[config.mk]
export PLATFORM = sky130hd
export DESIGN_NAME = alu_pipe
export DESIGN_NICKNAME = d
export VERILOG_FILES = /design/src/rtl/alu_pipe.sv
export SDC_FILE = /design/constraint.sdc
export NUM_CORES = 1
export LEC_CHECK = 0
export ABC_AREA = 1
export CAP_MARGIN = 40
export CORE_AREA = 2 2 137 139
export DETAILED_ROUTE_END_ITERATION = 8
export DIE_AREA = 0 0 139 141
export GPL_TIMING_DRIVEN = 0
export PLACE_DENSITY_LB_ADDON = 0.15
export REMOVE_ABC_BUFFERS = 1
export SLEW_MARGIN = 20
export SYNTH_ARGS = -nofsm -noshare
export SYNTH_HDL_FRONTEND = slang
export SYNTH_SLANG_ARGS = --single-unit
[constraint.sdc]
create_clock -name clk -period 3.3 [get_ports clk]
set_input_delay 0.495 -clock clk [delete_from_list [all_inputs] [get_ports clk]]
set_output_delay 0.495 -clock clk [all_outputs]
set_load 0.1 [all_outputs]
[src/rtl/alu_pipe.sv]
// Registered 8-operation ALU with valid/ready handshake and sticky status flags.
// Define ALU_MUL_EN to make opcode 111 an iterative shift-add multiplier; otherwise it returns 0.
module alu_pipe #(
   parameter int WIDTH = 32
) (
   input  logic             clk,
   input  logic             rst_n,
   input  logic             in_valid,
   output logic             in_ready,
   input  logic [WIDTH-1:0] src_a,
   input  logic [WIDTH-1:0] src_b,
   input  logic [2:0]       ALU_Control,
   input  logic             set_flags,
   output logic             out_valid,
   input  logic             out_ready,
   output logic [WIDTH-1:0] alu_out,
   output logic             zero_flag,
   output logic             carry_flag,
   output logic             sign_flag,
   output logic             overflow_flag,
   output logic             busy,
   output logic             dbg_state
);
   localparam int SHW = $clog2(WIDTH);

   // Handshakes: a transfer happens on a rising edge where valid && ready are both high;
   // the producer holds valid and its payload stable until that edge.
   logic             w_accept;
   logic [SHW-1:0]   w_shamt;
   logic [WIDTH:0]   w_add;
   logic [WIDTH:0]   w_sub;
   logic [WIDTH:0]   w_shl;
   logic [WIDTH-1:0] w_res;
   logic             w_c;
   logic             w_v;
   logic             w_ld;
   logic [WIDTH-1:0] w_ld_res;
   logic             w_ld_c;
   logic             w_ld_v;
   logic             w_ld_sf;
   logic             w_out_free;

   logic [WIDTH-1:0] r_out;
   logic             r_out_valid;
   logic             r_zero;
   logic             r_carry;
   logic             r_sign;
   logic             r_ovf;

   assign w_out_free = !r_out_valid || out_ready;
   assign w_accept   = in_valid && in_ready;
   assign w_shamt    = src_b[SHW-1:0];
   assign w_add      = {1'b0, src_a} + {1'b0, src_b};
   assign w_sub      = {1'b0, src_a} - {1'b0, src_b};
   // Bit WIDTH of the widened shift is the last bit pushed out of the result.
   assign w_shl      = {1'b0, src_a} << w_shamt;

   always_comb begin
      w_res = '0;
      w_c   = 1'b0;
      w_v   = 1'b0;
      case (ALU_Control)
         3'b000: begin
            w_res = w_add[WIDTH-1:0];
            w_c   = w_add[WIDTH];
            w_v   = (src_a[WIDTH-1] == src_b[WIDTH-1]) && (w_add[WIDTH-1] != src_a[WIDTH-1]);
         end
         3'b001: begin
            w_res = w_sub[WIDTH-1:0];
            w_c   = w_sub[WIDTH];
            w_v   = (src_a[WIDTH-1] != src_b[WIDTH-1]) && (w_sub[WIDTH-1] != src_a[WIDTH-1]);
         end
         3'b010: w_res = src_a & src_b;
         3'b011: w_res = src_a | src_b;
         3'b100: w_res = src_a ^ src_b;
         3'b101: w_res = {{(WIDTH-1){1'b0}}, ($signed(src_a) < $signed(src_b))};
         3'b110: begin
            w_res = w_shl[WIDTH-1:0];
            w_c   = w_shl[WIDTH];
         end
         default: w_res = '0;
      endcase
   end

`ifdef ALU_MUL_EN
   typedef enum logic {S_IDLE = 1'b0, S_MUL = 1'b1} state_t;
   localparam logic [SHW-1:0] CNT_LAST = SHW'(WIDTH - 1);

   state_t             r_state;
   state_t             w_state_nxt;
   logic [2*WIDTH-1:0] r_mcand;
   logic [WIDTH-1:0]   r_mplier;
   logic [2*WIDTH-1:0] r_prod;
   logic [SHW-1:0]     r_cnt;
   logic               r_mul_sf;
   logic [2*WIDTH-1:0] w_prod_nxt;
   logic               w_acc_mul;
   logic               w_mul_done;

   assign w_acc_mul  = w_accept && (ALU_Control == 3'b111);
   assign w_prod_nxt = r_prod + (r_mplier[0] ? r_mcand : '0);
   // The last shift-add step and the output load share one edge.
   assign w_mul_done = (r_state == S_MUL) && (r_cnt == CNT_LAST);

   always_ff @(posedge clk or negedge rst_n) begin
      if (!rst_n) r_state <= S_IDLE;
      else        r_state <= w_state_nxt;
   end

   always_comb begin
      w_state_nxt = r_state;
      in_ready    = 1'b0;
      busy        = 1'b0;
      case (r_state)
         S_IDLE: begin
            in_ready = w_out_free;
            if (w_acc_mul) w_state_nxt = S_MUL;
         end
         S_MUL: begin
            busy = 1'b1;
            if (w_mul_done) w_state_nxt = S_IDLE;
         end
         default: w_state_nxt = S_IDLE;
      endcase
   end

   always_ff @(posedge clk or negedge rst_n) begin
      if (!rst_n) begin
         r_mcand  <= '0;
         r_mplier <= '0;
         r_prod   <= '0;
         r_cnt    <= '0;
         r_mul_sf <= 1'b0;
      end else if (w_acc_mul) begin
         r_mcand  <= {{WIDTH{1'b0}}, src_a};
         r_mplier <= src_b;
         r_prod   <= '0;
         r_cnt    <= '0;
         r_mul_sf <= set_flags;
      end else if (r_state == S_MUL) begin
         r_prod   <= w_prod_nxt;
         r_mcand  <= r_mcand << 1;
         r_mplier <= r_mplier >> 1;
         r_cnt    <= r_cnt + SHW'(1);
      end
   end

   assign dbg_state = r_state;
   assign w_ld      = (w_accept && !w_acc_mul) || w_mul_done;
   assign w_ld_res  = w_mul_done ? w_prod_nxt[WIDTH-1:0] : w_res;
   assign w_ld_c    = w_mul_done ? |w_prod_nxt[2*WIDTH-1:WIDTH] : w_c;
   assign w_ld_v    = w_mul_done ? |w_prod_nxt[2*WIDTH-1:WIDTH] : w_v;
   assign w_ld_sf   = w_mul_done ? r_mul_sf : set_flags;
`else
   assign in_ready  = w_out_free;
   assign busy      = 1'b0;
   assign dbg_state = 1'b0;
   assign w_ld      = w_accept;
   assign w_ld_res  = w_res;
   assign w_ld_c    = w_c;
   assign w_ld_v    = w_v;
   assign w_ld_sf   = set_flags;
`endif

   always_ff @(posedge clk or negedge rst_n) begin
      if (!rst_n) begin
         r_out       <= '0;
         r_out_valid <= 1'b0;
         r_zero      <= 1'b0;
         r_carry     <= 1'b0;
         r_sign      <= 1'b0;
         r_ovf       <= 1'b0;
      end else if (w_ld) begin
         r_out       <= w_ld_res;
         r_out_valid <= 1'b1;
         if (w_ld_sf) begin
            r_zero  <= (w_ld_res == '0);
            r_carry <= w_ld_c;
            r_sign  <= w_ld_res[WIDTH-1];
            r_ovf   <= w_ld_v;
         end
      end else if (r_out_valid && out_ready) begin
         r_out_valid <= 1'b0;
      end
   end

   assign alu_out       = r_out;
   assign out_valid     = r_out_valid;
   assign zero_flag     = r_zero;
   assign carry_flag    = r_carry;
   assign sign_flag     = r_sign;
   assign overflow_flag = r_ovf;
endmodule
---- After elaboration in Yosys (flattened, before gate mapping) ----
Index checks and enable logic that the tools add are counted.
W data, S select, Z words.
word-level totals
  logic and storage cells ................. 38
  RAM bits ................................ 0
  memories ................................ 0
  bits in read-only memories .............. 0
  flip-flop bits (word level) ............. 37
  latch bits .............................. 0
operators by class
  multiplexer cells ....................... 5
  $add $sub $neg .......................... 2
  $lt $le $gt $ge ......................... 1
  bitwise logic cells ..................... 3
  shifts and indexed selects .............. 1
  multipliers ............................. 0
  reductions and logical operators ........ 10
  equal/unequal tests ..................... 10
  div/mod/pow operators ................... 0
operators with widths
  kind                  number
  $pmux W32 S7          1
  $add A32 B32 Y33      1
  $shl A32 B5 Y33       1
  $sub A32 B32 Y33      1
  $and A32 B32 Y32      1
  $logic_not A32 Y1     1
  $lt A32 B32 Y1        1
  $or A32 B32 Y32       1
  $xor A32 B32 Y32      1
  $eq A3 B3 Y1 const B  3
  $eq A3 B2 Y1 const B  2
  $logic_and A1 B1 Y1   4
  $eq A3 B1 Y1 const B  1
  $logic_not A3 Y1      1
  $ne A1 B1 Y1          3
  $pmux W1 S3           1
  $mux W1               2
  $pmux W1 S2           1
  $reduce_and A2 Y1     1
  $reduce_bool A2 Y1    1
  $eq A1 B1 Y1          1
  $logic_not A1 Y1      1
  $logic_or A1 B1 Y1    1

---- Logic depth before layout (Yosys ltp) ----
  depth after elaboration ................. 4
  mapped depth ............................ 24
  mapped depth without buffers ............ 21

---- Least setup slack after synthesis ----
Ideal clock, no wire load.
  kind .................................... reg-to-reg
  from .................................... register r_out_valid (netlist: out_valid)
  to ...................................... register r_zero (netlist: zero_flag)
  setup slack ............................. 307 ps
  arrival time ............................ 2873 ps
  period minus slack after synthesis ...... 2993 ps
  stages on the path, launching flop included .. 16
  path buffers ............................ 0
  cell sequence ........................... dfrtp_1 -> nand2_1 -> nand2_1 -> inv_1 -> nand2_1 -> nor2_1 -> nand2_1 -> nor2_1 -> nand2_1 -> nor2_1 -> nand3_1 -> nor2_1 -> nand2_1 -> nor2_1 -> nand2_1 -> nand2_1
between the ends
  word-level cells in the longest chain between the ends .. 4
ends and longest elaborated chain
  what                                line  text
  start, declared                     44    logic r_out_valid;
  start signal, assigned              168   r_out_valid <= 1'b0;
  start signal, assigned              175   r_out_valid <= 1'b1;
  start signal, assigned              183   r_out_valid <= 1'b0;
  $logic_not A1 Y1                    50    assign w_out_free = !r_out_valid || out_ready;
  $logic_or A1 B1 Y1                  50
  named net in_ready                  9     output logic in_ready,
  $logic_and A1 B1 Y1                 51    assign w_accept = in_valid && in_ready;
  $reduce_and A2 Y1 (no source line)  n/a
  end signal, assigned                177   r_zero <= (w_ld_res == '0);
  end, declared                       45    logic r_zero;
The timed path passes the listed nets, and every way through them passes these cells.
A chain may end at the register's enable or synchronous reset.

---- Final worst setup path ----
  from .................................... input src_a[25]
  to ...................................... register r_zero (netlist: zero_flag)
between the ends
  word-level cells in the longest chain between the ends .. 3
  elaborated cells on any way between the ends .. 9
  those cells by class .................... 2 x add/sub; 1 x order compare; 1 x shift; 1 x mux; 3 x bitwise; 1 x reduce/logical
ends and longest elaborated chain
  what                                      line  text
  start, declared                           10    input logic [WIDTH-1:0] src_a,
  $sub A32 B32 Y33 (tied with other cells)  54    assign w_sub = {1'b0, src_a} - {1'b0, src_b};
  $pmux W32 S7 *                            62    case (ALU_Control)
  $logic_not A32 Y1 *                       177
Mark *: on every way between the ends. The rest lies on a longest branch, timed or not.

==> results.toml <==
[clocking]
clk_pin_slew_ns = 0.05
cts_buffers = 5
htree_levels = 2
cts_tree = "built"
clk-insertion-delay-late_ns = 0.29
cts_buffer_depth = 2
cts.sinks = 37
clockRootBuffer = "clkbuf_16"

[timing]
slew_headroom_pct = 44.3
skew_ns = 0.00211
drv_slew = 0
fin_crit_ns = 3.15
finalCritPeriodShare_pct = 95.4
fmax_ghz = 0.318
finalSetupViolCount = 0
hold_viol = 0
worst_slew_pin_slew_ns = 0.832
fin_setup_tns_ns = 0
fin_hold_ws_ns = 0.0350

[global_routing]
track_usage_pct = 40.8
grt_overflow = 0
antenna_found_initial = 0
grt_pass1_vias = 11500
grt_first_pass_wirelength_mm = 62.5
grt_max_degree = 42

[critical_path]
crit_top_cell = "nand2_1"
worst_path_max_delay_cell = "clkdlybuf4s50_1"
cp_data_arrival_time_ns = 3.37
crit_path_end_kind = "flop"
crit_chain = "clkdlybuf4s50_1 > inv_1 > ha_2 > inv_1 > a21oi_2 > o21ai_0 > nand2_1 > nand2_1 > a21oi_1 > nand3_1 > nand3_1 > nand3_2 > nor2_1 > nand2_1 > nor2_2 > nand2_1 > nand2_1"
reg2reg_depth = 16
cp_max_fo = 9
start_kind = "input port"
cp.required_ns = 3.52
worst_path_largest_cell_delay_ns = 0.56
critical_path_class = "in2reg"

[floorplanning]
die_w_um = 139
start_util_pct = 53.6
dieArea_mm2 = 0.0196
die_h_um = 141
num_io_pins = 112
fp-row-count = 50
core_mm2 = 0.0183

[routing]
vias = 13100
drt_wl_total_mm = 42.1
routed_via_density = 5.91
met1_length_mm = 16.8
dr.pass1.iters = 6
dr_wl_met3_mm = 5.53
drc = 0
top_layer_used = "met4"
routedWlPerCell_um = 18.9
final_antenna_net_count = 0
drt_iter0_drc = 1638
met2WireLength_mm = 18.1

[cells_and_area]
fin_util_pct = 67.4
antenna_cells = 0
drive_gt1_share_pct = 8.54
finalNetCount = 2166
syn_to_final_growth_pct = 25.7

[place]
portBuffers = 109
globalplace.congestion = 1.02
dp_hpwl_mm = 33.9

[synthesis]
ys_seq_area_share_pct = 9.45
ys_types = 47
synth-edff-count = 0
async_flop_share_pct = 100
synth_area_per_cell_um2 = 5.17
synthCells = 1896
netlist_area_mm2 = 0.00980
yosys_warnings = 0
synth_seq_cells = 37
ys.flop_type = "dfrtp_1"

[outcome]
status = "complete, no violations"

[power_and_ir_drop]
powerDensity_mw_per_mm2 = 319
leakage_nw = 6.72
ir_drop_v = 0.000574

[worst_hold_path]
hp-class = "in2async"

[run]
cap_violations = 0
-- layer usage --
layer / track usage (%) / vias to the layer above
li1: - / 6171
met5: 0 / -
met4: 14.2 / 0
met1: 54.7 / 5995
met3: 10.1 / 119
met2: 64.2 / 864
-- repair_timing --
item | 4_1_cts | 5_1_grt
hold buffers | 0 | 0
setup buffers | 2 | 5
pin swaps | 5 | 6
resized for setup | 40 | 108
setup endpoints to repair | 33 | 7
cloned | 0 | 1
-- synth_stat cells (2+ instances only) --
| master | n | area share (%) |
|---|---|---|
| a211oi_1 | 2 | 0.15 |
| a21oi_1 | 78 | 4.0 |
| a221oi_2 | 2 | 0.31 |
| a31oi_1 | 5 | 0.32 |
| and2_1 | 2 | 0.13 |
| and3_1 | 2 | 0.13 |
| buf_1 | 4 | 0.15 |
| buf_2 | 39 | 2.0 |
| buf_4 | 7 | 0.54 |
| clkbuf_1 | 22 | 0.84 |
| clkbuf_2 | 3 | 0.15 |
| clkinv_1 | 2 | 0.077 |
| dfrtp_1 | 37 | 9.5 |
| fa_1 | 2 | 0.41 |
| ha_1 | 102 | 13 |
| inv_1 | 291 | 11 |
| inv_2 | 13 | 0.50 |
| nand2_1 | 634 | 24 |
| nand3_1 | 287 | 15 |
| nand3b_1 | 7 | 0.54 |
| nand4_1 | 19 | 1.2 |
| nor2_1 | 200 | 7.7 |
| nor2_2 | 2 | 0.13 |
| nor3_1 | 13 | 0.66 |
| o211ai_1 | 8 | 0.61 |
| o21ai_0 | 53 | 2.7 |
| o21ai_1 | 11 | 0.56 |
| o21bai_1 | 11 | 0.84 |
| o221ai_1 | 3 | 0.27 |
| o22ai_1 | 18 | 1.1 |
-- cell usage in the layout, fill, tap and decap left out, drive strengths merged, types with 2 or more instances in the layout --
cell type	count
nand2	636
inv	304
nand3	288
nor2	202
ha	102
clkdlybuf4s50	85
a21oi	78
o21ai	64
buf	56
dfrtp	37
nand4	19
o22ai	18
dlymetal6s2s	17
nor3	14
o21bai	11
o211ai	8
nand3b	7
clkbuf	7
a31oi	5
o221ai	3
or2	3
a221oi	3
and2	2
and3	2
clkinvlp	2
a211oi	2
conb	2
clkinv	2
dlygate4sd2	2
fa	2
-- worst max-delay path, delay by kind of cell --
family	cells	cell delay (ns)
and+or+nand+nor	10	0.90
buffers and inverters	3	0.83
adders and majority gates	1	0.49
AOI/OAI and AO/OA	3	0.64
-- cells by family (layout without fill, tap and decap cells) --
kind of cell,after synthesis,in the layout,share of synthesized area (%)
compound gates,197,197,11.4
xor+xnor,1,1,0.0894
fa+ha+maj,104,104,13.4
buf+inv,382,476,15.5
flops,37,37,9.45
other cells,1,2,0.0383
simple gates,1174,1174,50.1
-- worst paths after layout --
kind | start | endpoint | slack (ns)
max in group asynchronous | rst_n | alu_out[24]$_DFFE_PN0P_ | 2.87
hold / removal | rst_n | alu_out[3]$_DFFE_PN0P_ | 0.04
setup / recovery | src_a[25] | zero_flag$_DFFE_PN0P_ | 0.15
hold reg to reg | alu_out[29]$_DFFE_PN0P_ | alu_out[29]$_DFFE_PN0P_ | 0.48
setup reg to reg | out_valid$_DFFE_PN0P_ | zero_flag$_DFFE_PN0P_ | 0.59
min in group clk | alu_out[29]$_DFFE_PN0P_ | alu_out[29]$_DFFE_PN0P_ | 0.48
-- per-stage QoR --
step,power (mW),instance area (um^2),std cells,setup slack (ns)
global placement,2.92,10800,2164,-2.48
CTS,3.76,11800,2219,0.00272
detailed placement,3.27,11600,2209,-1.20
floorplan,2.21,9430,1821,-0.740
finish,3.93,12300,2225,0.153
global route,4.13,12300,2225,-0.0121
-- sequential cells by signal, indices dropped and copies added (netlist names) --
name / flops
sign_flag: 1
carry_flag: 1
overflow_flag: 1
zero_flag: 1
alu_out: 32
out_valid: 1
-- where the power goes --
part / internal [mW] / switching [mW] / total, mW
clock: 0.277 / 0.180 / 0.457
combinational: 0.959 / 1.93 / 2.89
sequential: 0.534 / 0.0472 / 0.581
-- layout make-up --
class                      count  area, um^2
fill                        1739        5960
clock buffer                   6         129
sequential                    37         926
multi-input combinational   1478        7830
inverter                     306        1170
timing repair buffer         162        1960
clock inverter                 2        10.0
tap                          234         293
Note: power is estimated with default switching activity, not from simulation.
